**src/rtl/shared_timer_arbiter.sv**
```systemverilog
// Round-robin arbiter that shares one down-counter among several requesters.
// The winner's duration is counted to zero, then the winner gets a one-cycle done pulse.
module shared_timer_arbiter #(
  parameter int unsigned REQS = 4,
  parameter int unsigned BITS = 8
) (
  input  logic                 clk,
  input  logic                 rst,
  input  logic [REQS-1:0]      req_i,
  input  logic [REQS*BITS-1:0] dur_i,
  input  logic                 abort_i,
  output logic [REQS-1:0]      gnt_o,
  output logic [REQS-1:0]      done_o,
  output logic                 busy_o,
  output logic [BITS-1:0]      count_o
);

  localparam int unsigned PW = (REQS > 1) ? $clog2(REQS) : 1;

  typedef enum logic [1:0] {StIdle, StRun, StDone} state_e;

  state_e          state_q, state_d;
  logic [PW-1:0]   ptr_q, ptr_d;
  logic [REQS-1:0] gnt_q, gnt_d;
  logic [REQS-1:0] done_q, done_d;
  logic            busy_q, busy_d;
  logic [BITS-1:0] count_q, count_d;

  logic            found;
  logic [PW-1:0]   win;
  logic [REQS-1:0] win_oh;
  logic [BITS-1:0] win_dur;

  // Scan upward from ptr_q+1, wrapping, so the last winner is considered last.
  always_comb begin
    logic [PW:0]   sum;
    logic [PW-1:0] idx;
    found   = 1'b0;
    win     = ptr_q;
    win_oh  = '0;
    win_dur = '0;
    sum     = '0;
    idx     = '0;
    for (int i = 1; i <= int'(REQS); i++) begin
      sum = {1'b0, ptr_q} + (PW+1)'(i);
      if (sum >= (PW+1)'(REQS)) begin
        sum = sum - (PW+1)'(REQS);
      end
      idx = sum[PW-1:0];
      if (!found && req_i[idx]) begin
        found       = 1'b1;
        win         = idx;
        win_oh[idx] = 1'b1;
      end
    end
    for (int j = 0; j < int'(REQS); j++) begin
      if (win_oh[j]) begin
        win_dur = dur_i[j*BITS +: BITS];
      end
    end
  end

  always_comb begin
    state_d = state_q;
    ptr_d   = ptr_q;
    gnt_d   = gnt_q;
    done_d  = '0;
    busy_d  = busy_q;
    count_d = count_q;
    unique case (state_q)
      StIdle: begin
        if (found) begin
          state_d = StRun;
          gnt_d   = win_oh;
          count_d = win_dur;
          ptr_d   = win;
          busy_d  = 1'b1;
        end
      end
      StRun: begin
        // Abort takes precedence over completion, so no done pulse on abort.
        if (abort_i) begin
          state_d = StIdle;
          gnt_d   = '0;
          busy_d  = 1'b0;
          count_d = '0;
        end else if (count_q == '0) begin
          state_d = StDone;
          done_d  = gnt_q;
          gnt_d   = '0;
          busy_d  = 1'b0;
        end else begin
          count_d = count_q - BITS'(1);
        end
      end
      StDone: begin
        state_d = StIdle;
      end
      default: begin
        state_d = StIdle;
      end
    endcase
  end

  always_ff @(posedge clk or negedge rst) begin
    if (!rst) begin
      state_q <= StIdle;
      ptr_q   <= PW'(REQS - 1);
      gnt_q   <= '0;
      done_q  <= '0;
      busy_q  <= 1'b0;
      count_q <= '0;
    end else begin
      state_q <= state_d;
      ptr_q   <= ptr_d;
      gnt_q   <= gnt_d;
      done_q  <= done_d;
      busy_q  <= busy_d;
      count_q <= count_d;
    end
  end

  assign gnt_o   = gnt_q;
  assign done_o  = done_q;
  assign busy_o  = busy_q;
  assign count_o = count_q;

endmodule
```
**config.mk**
```make
export PLATFORM = sky130hd
export DESIGN_NAME = shared_timer_arbiter
export DESIGN_NICKNAME = d
export VERILOG_FILES = /design/src/rtl/shared_timer_arbiter.sv
export SDC_FILE = /design/constraint.sdc
export NUM_CORES = 1
export LEC_CHECK = 0
export ABC_AREA = 1
export CORE_ASPECT_RATIO = 0.9
export CORE_MARGIN = 1
export CORE_UTILIZATION = 40
export CTS_CLUSTER_SIZE = 8
export DETAILED_ROUTE_END_ITERATION = 7
export PLACE_DENSITY = 0.7
export SKIP_CTS_REPAIR_TIMING = 1
export SYNTH_ARGS = -nofsm -noshare
export SYNTH_HDL_FRONTEND = slang
export SYNTH_SLANG_ARGS = --single-unit
```
**constraint.sdc**
```tcl
create_clock -name clk -period 6.05 [get_ports clk]
set_clock_uncertainty 0.1 [all_clocks]
set_input_delay 0.605 -clock clk [delete_from_list [all_inputs] [get_ports clk]]
set_output_delay 0.605 -clock clk [all_outputs]
set_load 0.005 [all_outputs]
```
==> impl_metrics.tcl <==
set metrics [dict create \
    maxClockFrequency_mhz 365.5 \
    hold_path.class "reg2reg" \
    pre_cts_ws_ps 3359 \
    critical_path.startpoint "ptr_q[0]" \
    syn-cell-area_um2 1882 \
    power.switching_uw 841.0 \
    synthCells 275 \
    setup_tns_ps 0 \
    synth_top_family_by_area "simple AND/OR/NAND/NOR gates" \
    crit_slowest_cell "dfstp_2" \
    clk_pin_slew_ps 80 \
    coreArea_um2 4489 \
    worst_slew_pin_slew_ps 939.6 \
    path_cells "inv_4 > ha_1 > inv_1 > nand3_4 > nand2_4 > nand2_4 > nor2_8 > nand3_1 > nand2_2 > nand2_1 > nand2_1 > nand2_1 > nand2_1 > nand2_1 > a21oi_2" \
    num_vias 1870 \
    synth_xor_area_share_pct 1.862 \
    rows 23 \
    place_hpwl_mm 3.744 \
    p_int_uw 691.4 \
    critPathKind "reg2reg" \
    via_per_inst 4.734 \
    ys.warnings.count 0 \
    startpoint_type "flop" \
    power_frac_seq_pct 17.0 \
    antenna_cells 0 \
    status "completed" \
    drt_wl_total_mm 4.644 \
    synth-compound-area-share_pct 13.56 \
    cts_buffers 3 \
    drtAntennaViolNets 0 \
    pwr-share-clk_pct 5.9 \
    finalCritPeriodShare_pct 45.22 \
    p_leak_nw 1.248 \
    crit_arrival_ps 2820 \
    ys_ff_latch 21 \
    power.density_nw_per_um2 602.4 \
    cts_tree "yes" \
    worst-path-buf-inv 2 \
    cts_buffer_depth 2 \
    ir_drop_uv 262.1 \
    wl_per_cell_um 11.76 \
    worst_setup_path_end_kind "flop" \
    cp.required_ps 6140 \
    grt_pass1_vias 1636 \
    synthAdderAreaFrac_pct 5.984 \
    share_comb_of_total_power_pct 77.1 \
    worstReg2RegStart "ptr_q[0]" \
    crit_family "simple AND/OR/NAND/NOR gates" \
    final_common_cell "nand2_1" \
    layout_common_cells "nand2_1, clkdlybuf4s50_1, nor2_1" \
    drive_above_1_share_pct 12.91 \
    slew_headroom_pct 37.17 \
    utilization_pct 56.66 \
    cts.sinks 21 \
    fill_cells 441 \
    min_from "busy_o" \
    initial_core_util_pct 41.92 \
    ios 56 \
    hold_viol_final 0 \
    worst_slack_ps 3314 \
    synthesis.nets 323 \
    grt-ovfl-total 0 \
    grt.total_usage_pct 19.80 \
    p_sw_share_pct 54.88 \
    ys_types 27 \
    maxCapViolations 0 \
    antenna_found_initial 0 \
    firstDrtPassIters 4 \
    stdcell_area_um2 2544 \
    h-tree-depth 1 \
    port_buffers 55 \
    synth.mux.area_fraction_pct 0 \
    crit_fanout 11 \
    total_power_mw 1.532 \
    grt_pass1_wl_mm 7.500 \
    yosys.area_share.simple_pct 41.69 \
    fin_crit_ps 2736 \
    setup_viol 0 \
    finish.net_count 382 \
    gp_congestion 0.8318 \
    initialDrtViolationCount 102 \
    grt_max_degree 22 \
    dieWidth_um 74.30 \
    rsz0062_at_grt "false" \
    crit_path_frequent_cell "nand2_1" \
    ys_seq_area_share_pct 28.06 \
    postPlaceCellArea_um2 2499 \
    syn_to_final_growth_pct 35.17 \
    cts_root_buf "clkbuf_8" \
    die_h_um 67.07 \
    critPathMaxStageDelay_ps 670 \
    clock_latency_ps 250 \
    die-area_um2 4983 \
    maxSlewViolCount 0 \
    synth.avg_cell_area_um2 6.843 \
    drc 0 \
]
cells by family (layout without fill, tap and decap cells):
group,Yosys count,count (layout)
and+or+nand+nor,157,157
DFF,21,21
AOI/OAI and AO/OA,43,43
adders and majority gates,9,9
xor gates and xnor gates,4,4
buffers and inverters,41,99
worst reg2reg max path, stage by stage, from the launching register on:
cell and delay, ps:
dfstp_2 670, inv_4 130, ha_1 410, inv_1 140
nand3_4 110, nand2_4 120, nand2_4 90, nor2_8 120
nand3_1 110, nand2_2 190, nand2_1 80, nand2_1 60
nand2_1 50, nand2_1 70, nand2_1 80, a21oi_2 120
state kept, by name (all words and copies together), names as in the netlist:
signal / flops
count_o: 8
done_o: 4
gnt_o: 4
ptr_q: 2
state_q: 2
busy_o: 1
final timing paths:
check,slack [ps],depth (start not counted),to
min,390,2,busy_o
min reg2reg,390,2,busy_o
min in group asynchronous,770,1,gnt_o[2]
max reg2reg,3310,15,count_o[1]
max,3310,15,count_o[1]
max in group asynchronous,4510,1,state_q[1]
synthesized netlist by cell type:
library cell,instances,area share (%)
a21oi_1,22,5.9
inv_1,35,7.0
o221ai_1,1,0.47
nor2_2,3,1.0
nor2_1,44,8.8
nand2_1,70,14
ha_1,9,6.0
dfrtp_1,19,25
nand3_4,4,3.7
a21oi_2,9,4.2
nand2_2,5,1.7
xor2_1,2,0.93
inv_4,2,0.66
nand3_1,16,4.3
dfstp_2,2,2.8
nand3_2,3,1.6
o22ai_1,2,0.66
inv_2,3,0.60
nand2_4,7,4.2
nand4_1,1,0.33
o21ai_0,8,2.1
nor3_1,2,0.53
xnor2_1,2,0.93
o21ai_1,1,0.27
nor2_4,1,0.60
buf_6,1,0.60
nor2_8,1,1.1
layout make-up:
type	instances	area, um2	area share, %
Sequential cell	21	528.0	20.76
Multi-Input combinational cell	213	1187	46.68
Clock buffer	4	45.04	1.771
Inverter	40	155.1	6.099
Tap cell	62	77.57	3.050
Timing Repair Buffer	55	550.5	21.64
through the flow:
step | hold WS [ps] | cells
global placement | 375.3 | 391
global route | 416.7 | 395
CTS | 397.4 | 395
finish | 393.7 | 395
detailed placement | 374.2 | 391
floorplan | 209.4 | 275
power by group through the flow:
stage / clock network, mW / logic, mW / registers [mW]
after floorplan: 0 / 0.903 / 0.253
after global placement: 0 / 1.16 / 0.260
after detailed placement: 0 / 1.17 / 0.263
after CTS: 0.0929 / 1.17 / 0.261
after global routing: 0.0981 / 1.33 / 0.268
final: 0.0906 / 1.18 / 0.261
layer usage:
| layer | vias to the layer above | track usage, % | share of wire [%] |
|---|---|---|---|
| li1 | 988 | - | - |
| met1 | 824 | 28.39 | 49 |
| met2 | 54 | 30.68 | 46 |
| met3 | 4 | 1.967 | 4.6 |
| met4 | 0 | 6.840 | 1.0 |
| met5 | - | 0 | 0 |
No activity file was read; power rests on OpenSTA's default activity.
